--- src/rtl/systolic_skew_feeder.sv ---
// systolic_skew_feeder
//   Edge feeder for an NxN output-stationary systolic array. Each accepted
//   A column / B row is injected on a diagonal: lane r reaches the array edge
//   r cycles after lane 0. The PE enable is sequenced as follows:
//   - clear for one cycle,
//   - stream the k vectors (with a zero bubble in any cycle without a transfer),
//   - flush with 2*N zero cycles,
//   - hold in DONE with the accumulators readable.
//   Optional build macro: FEEDER_STALL_CNT_EN adds o_stall_cnt, which counts
//   STREAM cycles that were ready but had no valid input.
module systolic_skew_feeder #(
  parameter int W  = 16,
  parameter int N  = 4,
  parameter int KW = 8
) (
  input  logic           i_clk,
  input  logic           i_rst_n,
  input  logic           i_start,
  input  logic [KW-1:0]  i_k,
  input  logic           i_valid,
  output logic           o_ready,
  input  logic [N*W-1:0] i_a,
  input  logic [N*W-1:0] i_b,
  output logic [N*W-1:0] o_a,
  output logic [N*W-1:0] o_b,
  output logic           o_en,
  output logic           o_busy,
  output logic           o_done
`ifdef FEEDER_STALL_CNT_EN
  ,
  output logic [15:0]    o_stall_cnt
`endif
);

  localparam int FW = $clog2(2 * N + 1);
  localparam logic [FW-1:0] FLUSH_LAST = FW'(2 * N - 1);

  typedef enum logic [2:0] {
    S_IDLE,
    S_CLEAR,
    S_STREAM,
    S_FLUSH,
    S_DONE
  } state_t;

  state_t        state;
  logic [KW-1:0] k_q;
  logic [KW-1:0] cnt_q;
  logic [KW:0]   cnt_nxt;
  logic [FW-1:0] flush_q;
  logic          xfer;
  logic [N*W-1:0] inj_a;
  logic [N*W-1:0] inj_b;

  assign xfer    = o_ready & i_valid;
  // One bit wider than k so that k = 2^KW-1 is compared without wrapping.
  assign cnt_nxt = {1'b0, cnt_q} + {{KW{1'b0}}, 1'b1};

  // Injection point: anything other than an accepted vector becomes zeros.
  assign inj_a = xfer ? i_a : '0;
  assign inj_b = xfer ? i_b : '0;

  // Job sequencer: state, vector and flush counters, and the control outputs.
  always_ff @(posedge i_clk or negedge i_rst_n) begin
    if (!i_rst_n) begin
      state   <= S_IDLE;
      k_q     <= '0;
      cnt_q   <= '0;
      flush_q <= '0;
      o_ready <= 1'b0;
      o_en    <= 1'b0;
      o_busy  <= 1'b0;
      o_done  <= 1'b0;
    end else begin
      o_done <= 1'b0;
      case (state)
        S_IDLE, S_DONE: begin
          if (i_start) begin
            state  <= S_CLEAR;
            k_q    <= i_k;
            o_en   <= 1'b0;
            o_busy <= 1'b1;
          end
        end
        S_CLEAR: begin
          cnt_q <= '0;
          o_en  <= 1'b1;
          if (k_q == '0) begin
            state   <= S_FLUSH;
            flush_q <= '0;
          end else begin
            state   <= S_STREAM;
            o_ready <= 1'b1;
          end
        end
        S_STREAM: begin
          if (xfer) begin
            cnt_q <= cnt_nxt[KW-1:0];
            if (cnt_nxt == {1'b0, k_q}) begin
              state   <= S_FLUSH;
              flush_q <= '0;
              o_ready <= 1'b0;
            end
          end
        end
        S_FLUSH: begin
          flush_q <= flush_q + 1'b1;
          if (flush_q == FLUSH_LAST) begin
            state  <= S_DONE;
            o_busy <= 1'b0;
            o_done <= 1'b1;
          end
        end
        default: begin
          state   <= S_IDLE;
          o_ready <= 1'b0;
          o_en    <= 1'b0;
          o_busy  <= 1'b0;
        end
      endcase
    end
  end

  // Skew lanes: lane r is a delay line of r+1 registers, so lane r of the vector
  // injected in cycle t reaches the edge in cycle t+1+r. Bubbles and flush
  // zeros use the same path.
  for (genvar r = 0; r < N; r++) begin : g_lane
    logic [W-1:0] a_p [0:r];
    logic [W-1:0] b_p [0:r];

    // Stage p0 captures the injected lane; each further stage delays it one cycle.
    always_ff @(posedge i_clk or negedge i_rst_n) begin
      if (!i_rst_n) begin
        for (int s = 0; s <= r; s++) begin
          a_p[s] <= '0;
          b_p[s] <= '0;
        end
      end else begin
        a_p[0] <= inj_a[r*W +: W];
        b_p[0] <= inj_b[r*W +: W];
        for (int s = 1; s <= r; s++) begin
          a_p[s] <= a_p[s-1];
          b_p[s] <= b_p[s-1];
        end
      end
    end

    // Last stage of lane r drives the array edge.
    assign o_a[r*W +: W] = a_p[r];
    assign o_b[r*W +: W] = b_p[r];
  end

`ifdef FEEDER_STALL_CNT_EN
  function automatic logic [15:0] sat_inc16(input logic [15:0] v);
    return (v == 16'hFFFF) ? v : v + 16'd1;
  endfunction

  logic [15:0] stall_q;

  // Stall counter: counts ready-but-not-valid STREAM cycles, restarts on each job.
  always_ff @(posedge i_clk or negedge i_rst_n) begin
    if (!i_rst_n) begin
      stall_q <= '0;
    end else if (state == S_CLEAR) begin
      stall_q <= '0;
    end else if (state == S_STREAM && o_ready && !i_valid) begin
      stall_q <= sat_inc16(stall_q);
    end
  end

  assign o_stall_cnt = stall_q;
`endif

endmodule
--- config.mk ---
export PLATFORM = sky130hd
export DESIGN_NAME = systolic_skew_feeder
export DESIGN_NICKNAME = d
export VERILOG_FILES = /design/src/rtl/systolic_skew_feeder.sv
export SDC_FILE = /design/constraint.sdc
export NUM_CORES = 1
export LEC_CHECK = 0
export ABC_AREA = 1
export CAP_MARGIN = 20
export CELL_PAD_IN_SITES_DETAIL_PLACEMENT = 1
export CELL_PAD_IN_SITES_GLOBAL_PLACEMENT = 2
export CORE_MARGIN = 1
export CORE_UTILIZATION = 35
export DETAILED_ROUTE_END_ITERATION = 12
export PLACE_DENSITY = 0.88
export RECOVER_POWER = 50
export SETUP_SLACK_MARGIN = 0.4
export SYNTH_ARGS = -nofsm -noshare
export SYNTH_HDL_FRONTEND = slang
export SYNTH_SLANG_ARGS = --single-unit
--- constraint.sdc ---
create_clock -name i_clk -period 4.2 [get_ports i_clk]
set_input_delay 0.84 -clock i_clk [delete_from_list [all_inputs] [get_ports i_clk]]
set_output_delay 0.84 -clock i_clk [all_outputs]
set_load 0.01 [all_outputs]
======== After elaboration in Yosys (flattened, before gate mapping) ========
Cells that the tools add are included.
operators by class
  add/subtract/negate cells ............... 2
  eq/ne operators ......................... 12
  muxes and demuxes ....................... 25
  bitwise logic cells ..................... 4
  reductions and logical operators ........ 15
operator list
  cell                                                             number
  64-bit 2-to-1 mux                                                2
  8-bit case mux with 2 select lines                               1
  3-bit 2-to-1 mux                                                 4
  4-bit 2-to-1 mux                                                 3
  2-bit inequality test, second input constant                     6
  3-bit case mux with 4 select lines                               1
  4-bit case mux with 3 select lines                               1
  4-bit AND reduction                                              3
  8-bit by 1-bit adder with 9-bit output, second input constant    1
  9-bit by 8-bit == test with 1-bit output                         1
  1-bit 2-to-1 mux                                                 9
  1-bit case mux with 3 select lines                               3
  8-bit logical NOT                                                1
  8-bit 2-to-1 mux                                                 1
  3-bit by 2-bit == test with 1-bit output, second input constant  2
  2-bit AND reduction                                              3
  2-bit OR reduction                                               3
  4-bit by 1-bit adder with 4-bit output, second input constant    1
  4-bit by 3-bit == test with 1-bit output, second input constant  1
  3-bit by 1-bit == test with 1-bit output, second input constant  1
  3-bit == test, second input constant                             1
  3-bit logical NOT                                                1
  1-bit inverter                                                   3
  3-bit AND reduction                                              1
  other kinds (4)                                                  4
storage, ports and cells
  register bits ........................... 347
  output and inout port bits .............. 132

======== Depth between registers and ports, before layout ========
Gate-level depths: netlist of the first run.
  word-level depth ........................ 5
  gate-level depth with buffers ........... 13
  depth with buffers taken out ............ 13

======== Worst setup path after synthesis of the first run ========
OpenSTA, ideal clock, no wires.
  path type ............................... input to register
  start point ............................. in i_valid
  end point ............................... reg flush_q[3]
  data arrival time ....................... 1647 ps
  setup slack ............................. 2433 ps
  cell stages on the path ................. 10
  path buffers ............................ 0
  path through ............................ nand2_1 > nand3b_1 > nor2_1 > nand3_1 > nor2_2 > nand3_2 > nand2_4 > nand2_4 > nand2_1 > nand2_1
between the ends
  longest elaborated chain between the ends .. 3
ends and longest elaborated chain
  element                          RTL line  RTL
  from (decl)                      20        input logic i_valid,
  1-bit AND                        55        assign xfer = o_ready & i_valid;
  2-bit inequality test (no line)  n/a
  4-bit AND reduction (no line)    n/a
  to (signal assigned)             107       flush_q <= flush_q + 1'b1;
  to (decl)                        50        logic [FW-1:0] flush_q;
No other way between the ends.
A chain may end at the register's enable or synchronous reset.

==> results of run 1 <==
-- through the flow --
step                      cells  utilization [%]  total power [mW]  instance area [um^2]  hold slack (ns)
after floorplan             890                -              3.90                 11300            0.331
after global placement     1455             43.5              4.22                 13800            0.331
after detailed placement   1455             43.5              4.25                 13800            0.336
after CTS                  1519             47.6              7.67                 15000            0.284
after global routing       1521             47.5              7.87                 15000            0.283
final                      1522             47.5              7.53                 15000            0.264
-- cells by family after synthesis --
family                     after synthesis  share of synthesized area, %
xor gates and xnor gates                 1                        0.0777
and+or+nand+nor                        244                          9.14
AOI/OAI and AO/OA                       23                          1.09
muxes                                    1                        0.0999
buffers and inverters                  272                          12.3
DFF                                    347                          77.1
adders and majority gates                2                         0.222
-- state kept, by name (all words and copies together) (netlist names) --
signal,count
o_en,1
o_a,48
o_b,48
g_lane.b_p,112
k_q,8
cnt_q,8
state,3
o_done,1
o_ready,1
o_busy,1
flush_q,4
g_lane.a_p,112
-- cell usage after synthesis --
| master | count |
|---|---|
| a21oi_1 | 9 |
| and3_1 | 1 |
| buf_1 | 1 |
| buf_4 | 98 |
| clkbuf_1 | 14 |
| dfrtp_1 | 347 |
| ha_1 | 2 |
| inv_1 | 157 |
| inv_2 | 2 |
| mux2_2 | 1 |
| nand2_1 | 53 |
| nand2_2 | 2 |
| nand2_4 | 2 |
| nand3_1 | 23 |
| nand3_2 | 2 |
| nand3b_1 | 1 |
| nand4_1 | 4 |
| nor2_1 | 147 |
| nor2_2 | 4 |
| nor2_4 | 3 |
| nor3_1 | 1 |
| o21ai_0 | 8 |
| o21ai_1 | 1 |
| o22ai_1 | 4 |
| o31ai_1 | 1 |
| or2_2 | 1 |
| xnor2_1 | 1 |
-- routing by layer --
layer | wire length [um] | up-vias | global-route usage (%)
met5 | 0 | - | 0
met4 | 784 | 0 | 5.97
met3 | 1900 | 48 | 5.19
met2 | 12000 | 212 | 26.0
met1 | 9040 | 3162 | 16.9
li1 | - | 2922 | -
-- cell usage in the layout (no fill, tap or decap), types with 2 or more instances in the layout --
cell             netlist  layout
a21oi_1                9       9
buf_4                 98       2
bufinv_16              0       4
clkbuf_1              14       7
clkbuf_16              0      38
clkbuf_8               0       7
clkdlybuf4s50_1        0     270
clkinv_2               0       5
dfrtp_1              347     347
diode_2                0       3
ha_1                   2       2
inv_1                157     157
inv_16                 0       2
inv_2                  2       2
nand2_1               53      52
nand2_2                2       2
nand2_4                2       3
nand3_1               23      23
nand3_2                2       2
nand4_1                4       4
nor2_1               147     147
nor2_2                 4       4
nor2_4                 3       3
o21ai_0                8       8
o22ai_1                4       4
-- final timing paths --
check                                       start                end  slack [ns]  cells past startpoint
worst max-delay path                      i_rst_n  g_lane[2].a_p[35]        1.40                      2
worst min-delay path                      i_rst_n            o_a[23]        0.26                      1
worst max register to register           cnt_q[0]         flush_q[1]        2.15                     13
worst min register to register  g_lane[3].a_p[58]  g_lane[3].a_p[42]        0.34                      0
max in group i_clk                        i_valid  g_lane[2].a_p[45]        1.85                      4
min in group i_clk              g_lane[3].a_p[58]  g_lane[3].a_p[42]        0.34                      0
-- cell type report --
type | instances | area share (%)
Tap cell | 402 | 3.35
Sequential cell | 347 | 57.8
Clock inverter | 13 | 1.39
Inverter | 159 | 3.97
Antenna cell | 3 | 0.0499
Multi-Input combinational cell | 271 | 8.01
Timing Repair Buffer | 276 | 18.4
Clock buffer | 51 | 7.11
-- power breakdown --
group	switching (mW)	total, mW	internal (mW)
clock network	1.30	3.35	2.05
registers	0.0845	3.60	3.52
logic	0.291	0.578	0.287
total	1.68	7.53	5.85
==> metrics.cfg, run 1 <==
[global_routing]
grt_max_degree = 113
antenna_found_initial = 2
grt_overflow = 0
grt_util_all_layers_pct = 15.0
grt_first_pass_wirelength_um = 38400
grt_pass1_vias = 7178

[clocking]
cts_setup_buffers = 0
clk_pin_slew_ns = 0.06
clockBufferDepth = 3
cts_buffers = 38
clock_latency_ns = 0.52
post_cts_resized = 0
tritoncts = built
clkSinkCount = 347
ctsHoldBuffers = 0
cts_root_buf = clkbuf_16
htree_levels = 2

[critical_path]
worstPathMaxFanout = 88
crit_buf_inv = 2
max_stage_delay_ns = 1.60
slowest_stage = clkbuf_2
cp.required_ns = 4.38
path_class = primary input to async pin
cp.arrival_ns = 2.98
cp_cell_sequence = buf_8 -> clkbuf_2
cp-end-kind = async pin
cp_top_family = buffers and inverters
critPathLaunchType = primary input

[detailed_routing]
drc_errors = 0
drtAntennaViolNets = 0
routed_wl_um = 23800
via_per_inst = 4.17
post_drt_wl_per_cell_um = 15.6
dr.pass1.iters = 4
drt_iter0_markers = 308
vias = 6344

[timing]
setup_ws_ns = 1.40
drv_slew = 126
finalSetupViolCount = 0
slew_headroom_pct = -44.3
hold_viol_final = 0
tns_ns = 0
tightest_slew_ns = 2.16
skew_ns = 0.0130
fin_crit_sh_pct = 66.8
rsz0062_at_grt = no
period_minus_slack_ns = 2.80
fmax_mhz = 357

[yosys]
synth_top_area_share_pct = 77.1
syn_area_per_cell_um2 = 12.7
syn_area_um2 = 11300
synth_warnings = 0
synth_nets = 1032
ys_types = 27
synth-seq-area-share_pct = 77.1
synth_cells = 890
synthTopCellsByArea = dfrtp_1 77%, buf_4 6.5%, inv_1 5.2%
synth_top_area_cell = dfrtp_1
ys_ff_latch = 347

[cells_and_area]
area_delta_synth_final_pct = 33.4
multi_input_area_um2 = 1200
seqCellArea_um2 = 8680
drive_gt1_share_pct = 7.25
nets = 1235
fillers = 3251

[floorplanning]
rows = 65
start_util_pct = 35.6
fp.dieW_um = 181
fp.coreArea_um2 = 31600
num_io_pins = 272
die-area_um2 = 32900
die_h_um = 181

[pwr]
p_leak_nw = 7.51
powerDensity_nw_per_um2 = 501
peakVddDrop_mv = 0.314

[outcome]
run_status = finished, violations left
violations = capacitance limit, slew limit

[flow_run]
drv_cap = 2

[placement]
dp_slack_ns = 1.28
io_buffer_count = 271
place_hpwl_um = 16200
gp_congestion = 0.761

[min_path]
hold_path_class = primary input to async pin

(Power assumes the default switching activity.)
==> inputs of run 2 (changes only) <==
- CORE_UTILIZATION: 35 -> 32
- PLACE_DENSITY: 0.88 -> 0.81
- clock period: 4.2 -> 2.95 ns (I/O delays scaled with it)
==> run 2 against run 1 <==
Compared with the run above: the flow still finishes with violations (capacitance limit, slew limit); setup slack got worse by 0.54 ns; power up 40%; via count shrank 0.66%; register-to-register slack lost 1.2 ns; clock power rose by 37%; critical path type is now flip-flop to output pin; largest power group unchanged.
==> metrics.cfg, run 2 (synthesis gave the netlist of run 1 again) <==
[outcome]
run_status = finished, violations left
violations = capacitance limit, slew limit

[detailed_routing]
route.layer.met1.wl_um = 9170  ; +1.4%
post_drt_wl_per_cell_um = 14.7  ; -6.0%
dr.pass1.iters = 4  ; unchanged
routed.top_layer = met4
wl_met3_um = 1800  ; -5.2%
drtAntennaViolNets = 0  ; unchanged
drt_iter0_markers = 163  ; -47%
routed_wl_um = 23100  ; -2.8%
drc_errors = 0  ; unchanged
via_per_inst = 4.00  ; -4.0%
wl_met2_um = 11300  ; -6.3%
vias = 6302  ; -0.66%

[floorplanning]
rows = 68  ; +4.6%
fp.coreArea_um2 = 34600  ; +9.5%
die-area_um2 = 36000  ; +9.3%
num_io_pins = 272  ; unchanged
start_util_pct = 32.5  ; -3.1 points
fp.dieW_um = 190  ; +4.5%
die_h_um = 190  ; +4.5%

[clocking]
tritoncts = built
clk_pin_slew_ns = 0.06  ; about the same
cts_setup_buffers = 0  ; unchanged
htree_levels = 2  ; unchanged
clkSinkCount = 347  ; unchanged
ctsHoldBuffers = 0  ; unchanged
cts_buffers = 37  ; -2.6%
post_cts_resized = 0  ; unchanged
clockBufferDepth = 3  ; unchanged
cts_root_buf = clkbuf_16
clock_latency_ns = 0.52  ; about the same

[critical_path]
ff2ff_path_depth = 13  ; unchanged
cp_cell_sequence = clkdlybuf4s50_1
cp.required_ns = 2.36  ; -2.02 ns
slowest_stage = clkdlybuf4s50_1
cp_top_family = buffers and inverters
rrSetupSlack_ns = 0.97  ; -1.18 ns
worstPathMaxFanout = 3  ; -97%
r2r-end = flush_q[1]
r2r-start = cnt_q[0]
cp-end-kind = output pin
path_class = flip-flop to output pin
max_stage_delay_ns = 0.57  ; -1.03 ns
critPathLaunchType = flip-flop
crit_buf_inv = 1  ; -1
crit_start = o_ready
cp.arrival_ns = 1.51  ; -1.47 ns

[global_routing]
grt_pass1_vias = 7017  ; -2.2%
grt_first_pass_wirelength_um = 37200  ; -2.9%
antenna_found_initial = 1  ; -1
grt_overflow = 0  ; unchanged
grt_max_degree = 79  ; -30%
grt_util_all_layers_pct = 13.2  ; -1.8 points

[pwr]
powerDensity_nw_per_um2 = 699  ; +39%
p_leak_nw = 7.51  ; about the same
finalPower_mw = 10.5  ; +40%
peakVddDrop_mv = 0.364  ; +16%

[timing]
slew_headroom_pct = -42.2  ; +2.1 points
tightest_slew_ns = 2.13  ; -0.0314 ns
tns_ns = 0  ; unchanged
holdWs_ns = 0.339  ; +0.0756 ns
fin_crit_sh_pct = 71.1
setup_ws_ns = 0.852  ; -0.544 ns
skew_ns = 0.0135  ; +0.000569 ns
rsz0062_at_grt = no
finalSetupViolCount = 0  ; unchanged
fmax_mhz = 477
hold_viol_final = 0  ; unchanged
period_minus_slack_ns = 2.10
drv_slew = 74  ; -41%

[placement]
io_buffer_count = 271  ; unchanged
dp_slack_ns = 0.807  ; -0.476 ns
placed_area_um2 = 13900  ; +0.92%
place_hpwl_um = 15600  ; -3.5%
gp_congestion = 0.776  ; +2.0%
dp.cells = 1511  ; +3.8%

[cells_and_area]
layoutNonFillerInstCount = 1575  ; +3.5%
nets = 1237  ; +0.16%
final_util_pct = 43.6  ; -3.9 points
fillers = 3643  ; +12%
final_cell_mix = 347 x dfrtp_1, 270 x clkdlybuf4s50_1, 157 x inv_1
area_delta_synth_final_pct = 34.0
drive_gt1_share_pct = 7.24  ; -0.013 points
final_common_cell = dfrtp_1
final_area_um2 = 15100  ; +0.43%
top_regs = g_lane.a_p x112, g_lane.b_p x112

[min_path]
min_delay_path_depth = 0
hold_path_class = flip-flop to flip-flop
holdPathEnd = g_lane[2].a_p[16]
min_from = g_lane[2].a_p[32]

[flow_run]
drv_cap = 1  ; -1

-- run 2: power by group --
group | internal (mW) | switching [mW]
Sequential | 5.01 | 0.113
Combinational | 0.419 | 0.404
Clock | 2.76 | 1.84
Total | 8.20 | 2.35
-- run 2: worst max path at each step --
stage / endpoint / cells past startpoint / slack (ns)
2_1_floorplan: flush_q[3] / 13 / 1.38
3_3_place_gp: o_ready / 11 / 0.85
3_5_place_dp: g_lane[2].a_p[45] / 4 / 0.81
4_1_cts: o_ready / 1 / 0.81
6_report: o_ready / 1 / 0.85
5_1_grt: o_b[26] / 2 / 0.48
-- run 2: area by class of cell --
type                            instances  area [um^2]  area share (%)
Antenna cell                            1         2.50          0.0166
Multi-Input combinational cell        271         1200            7.98
Timing Repair Buffer                  279         2830            18.7
Inverter                              159          597            3.95
Clock inverter                         12          168            1.11
Clock buffer                           51         1050            6.95
Sequential cell                       347         8680            57.5
Tap cell                              455          569            3.77
-- run 2: metal layers --
layer,track usage [%],vias to the layer above
li1,-,2910
met1,15.7,3144
met4,5.68,0
met3,4.63,58
met5,0,-
met2,21.7,190
==> inputs of run 3 (changes only) <==
- CORE_UTILIZATION: 32 -> 29
- PLACE_DENSITY: 0.81 -> 0.78
- clock period: 2.95 -> 1.8 ns (I/O delays scaled with it)
==> run 3 against run 2 <==
Compared with the run above: the run now ends clean; clock power is 96% higher; setup slack got worse by 0.80 ns; highest routed layer is now met5; final area grew 4.7%; hold slack lost 0.036 ns; core utilization is 1.9 points lower; largest power group is now the clock network; wire length is 12% higher; sequential share of layout area is 2.6 points lower; sequential cell count is the same.
==> metrics.cfg, run 3 (synthesis gave the netlist of run 1 again) <==
[outcome]
run_status = complete, no violations

[detailed_routing]
drc_errors = 0  ; unchanged
post_drt_wl_per_cell_um = 15.3  ; +4.3%
drt_iter0_markers = 171  ; +4.9%
via_per_inst = 3.94  ; -1.5%
drtAntennaViolNets = 0  ; unchanged
dr.pass1.iters = 4  ; unchanged
vias = 6648  ; +5.5%
routed_wl_um = 25800  ; +12%

[cells_and_area]
layoutNonFillerInstCount = 1686  ; +7.0%
seqCellArea_um2 = 8690  ; about the same
area_delta_synth_final_pct = 40.3
multi_input_area_um2 = 1400  ; +16%
final_cell_mix = 343 x dfrtp_1, 152 x inv_1, 143 x nor2_1
fillers = 4041  ; +11%
final_common_cell = dfrtp_1
drive_gt1_share_pct = 26.7  ; +19 points
nets = 1284  ; +3.8%
top_regs = g_lane.a_p x112, g_lane.b_p x112
final_area_um2 = 15800  ; +4.7%

[critical_path]
cp-end-kind = flip-flop
cp_cell_sequence = ha_4 -> buf_4 -> nand3_4 -> nand2_1 -> nand3_1 -> nand2_1 -> nand2_2 -> nor2_4 -> nand3_2 -> nand2_4 -> nand2_4 -> nand2_1 -> nand2_1
worstPathMaxFanout = 5  ; +2
crit_buf_inv = 1  ; unchanged
critPathLaunchType = flip-flop
cp.arrival_ns = 2.18  ; +0.67 ns
cp_common_cell = nand2_1
path_class = flip-flop to flip-flop
max_stage_delay_ns = 0.42  ; -0.15 ns
cp_top_family = simple AND/OR/NAND/NOR gates
slowest_stage = dfrtp_2
cp.required_ns = 2.23  ; -0.13 ns

[timing]
rsz0062_at_grt = yes
fin_crit_sh_pct = 97.1
hold_viol_final = 0  ; unchanged
skew_ns = 0.0133  ; -0.000237 ns
period_minus_slack_ns = 1.75
drv_slew = 0  ; -100%
holdWs_ns = 0.304  ; -0.0359 ns
fmax_mhz = 572
finalSetupViolCount = 0  ; unchanged
tightest_slew_ns = 0.806  ; -1.33 ns
slew_headroom_pct = 46.3  ; +88 points

[floorplanning]
die_h_um = 199  ; +5.0%
start_util_pct = 29.7  ; -2.8 points
fp.dieW_um = 199  ; +5.0%
num_io_pins = 272  ; unchanged
die-area_um2 = 39700  ; +10%
rows = 71  ; +4.4%
fp.coreArea_um2 = 37900  ; +9.5%

[placement]
placed_area_um2 = 14100  ; +1.5%
place_hpwl_um = 17200  ; +10%
dp.cells = 1584  ; +4.8%
io_buffer_count = 271  ; unchanged
gp_congestion = 0.775  ; -0.21%

[clocking]
clockBufferDepth = 3  ; unchanged
cts_root_buf = clkbuf_16
clkSinkCount = 347  ; unchanged
tritoncts = built
clk_pin_slew_ns = 0.06  ; about the same
cts_buffers = 40  ; +8.1%
clock_latency_ns = 0.55  ; +0.03 ns
htree_levels = 2  ; unchanged

[flow_run]
drv_cap = 0  ; -1

[global_routing]
antenna_found_initial = 2  ; +1
grt_overflow = 0  ; unchanged
grt_pass1_vias = 7417  ; +5.7%
grt_util_all_layers_pct = 13.3  ; +0.098 points
grt_max_degree = 62  ; -22%
grt_first_pass_wirelength_um = 40100  ; +7.6%

[pwr]
p_leak_nw = 8.11  ; +8.0%
p_seq_share_pct = 44.0  ; -4.6 points
swShare_pct = 22.4  ; +0.093 points
peakVddDrop_mv = 0.668  ; +83%
combinationalPowerShare_pct = 8.9  ; +1.1 points
powerDensity_nw_per_um2 = 1210  ; +73%
internal_power_mw = 14.8  ; +81%
p_clk_share_pct = 47.1  ; +3.5 points
switching_power_mw = 4.28  ; +82%

[min_path]
hold_path_class = primary input to async pin

-- run 3: changes by cell type in the layout (fill, tap and decap cells not counted), moves of 5 or more --
| cell | previous run | this run |
|---|---|---|
| buf_12 | 5 | 0 |
| buf_2 | 0 | 56 |
| buf_4 | 2 | 30 |
| buf_6 | 0 | 86 |
| bufinv_16 | 3 | 9 |
| clkdlybuf4s50_1 | 270 | 138 |
| inv_1 | 157 | 152 |
| nand2_1 | 52 | 36 |
| nand2_2 | 2 | 17 |
| nand3_1 | 23 | 18 |
| o21ai_0 | 8 | 3 |
-- run 3: worst paths after layout --
path	from	endpoint	slack, ns	cells past startpoint
worst max-delay path	cnt_q[0]	flush_q[0]	0.05	13
worst min-delay path	i_rst_n	g_lane[3].a_p[20]	0.30	2
worst max register to register	cnt_q[0]	flush_q[0]	0.05	13
worst min register to register	g_lane[2].b_p[20]	o_b[36]	0.34	0
max in group asynchronous	i_rst_n	o_ready	0.35	3
min in group i_clk	i_b[30]	g_lane[1].b_p[30]	0.33	3
-- run 3: area by class of cell --
class / count / share of cell area (%)
Clock buffer: 53 / 7.15
Tap cell: 511 / 4.04
Timing Repair Buffer: 323 / 18.8
Antenna cell: 1 / 0.0158
Clock inverter: 21 / 2.37
Sequential cell: 347 / 54.9
Multi-Input combinational cell: 271 / 8.85
Inverter: 159 / 3.84
-- run 3: power by group through the flow --
stage          Sequential [mW]  Combinational [mW]  Clock (mW)
2_1_floorplan             8.49               0.653           0
3_3_place_gp              8.51                1.42           0
3_5_place_dp              8.55                1.46           0
4_1_cts                   8.41                1.62        9.33
5_1_grt                   8.45                1.87        9.60
6_report                  8.41                1.70        9.01
-- run 3: metrics by stage --
step           TNS [ns]  worst slack, ns  power [mW]  utilization (%)
4_1_cts               0            0.112        19.4             40.9
5_1_grt          -0.288          -0.0599        19.9             41.7
3_5_place_dp     -0.331          -0.0732        10.0             37.2
3_3_place_gp     -0.118          -0.0357        9.93             37.2
2_1_floorplan         0            0.295        9.14                -
6_report              0           0.0516        19.1             41.7
-- run 3: routing by layer --
layer | GRT usage (%) | wire length, um | up-vias
met5 | 0 | 25 | -
met4 | 5.58 | 748 | 4
met3 | 5.18 | 2240 | 56
met2 | 23.1 | 13400 | 196
met1 | 14.4 | 9370 | 3370
li1 | - | - | 3022
-- run 3: what timing repair did --
action                     4_1_cts  5_1_grt
hold buffers                     1        0
pin swaps                       13       23
setup endpoints to repair      149      171
hold endpoints to repair        30        0
resized for setup              633       65
setup buffers                   17        9
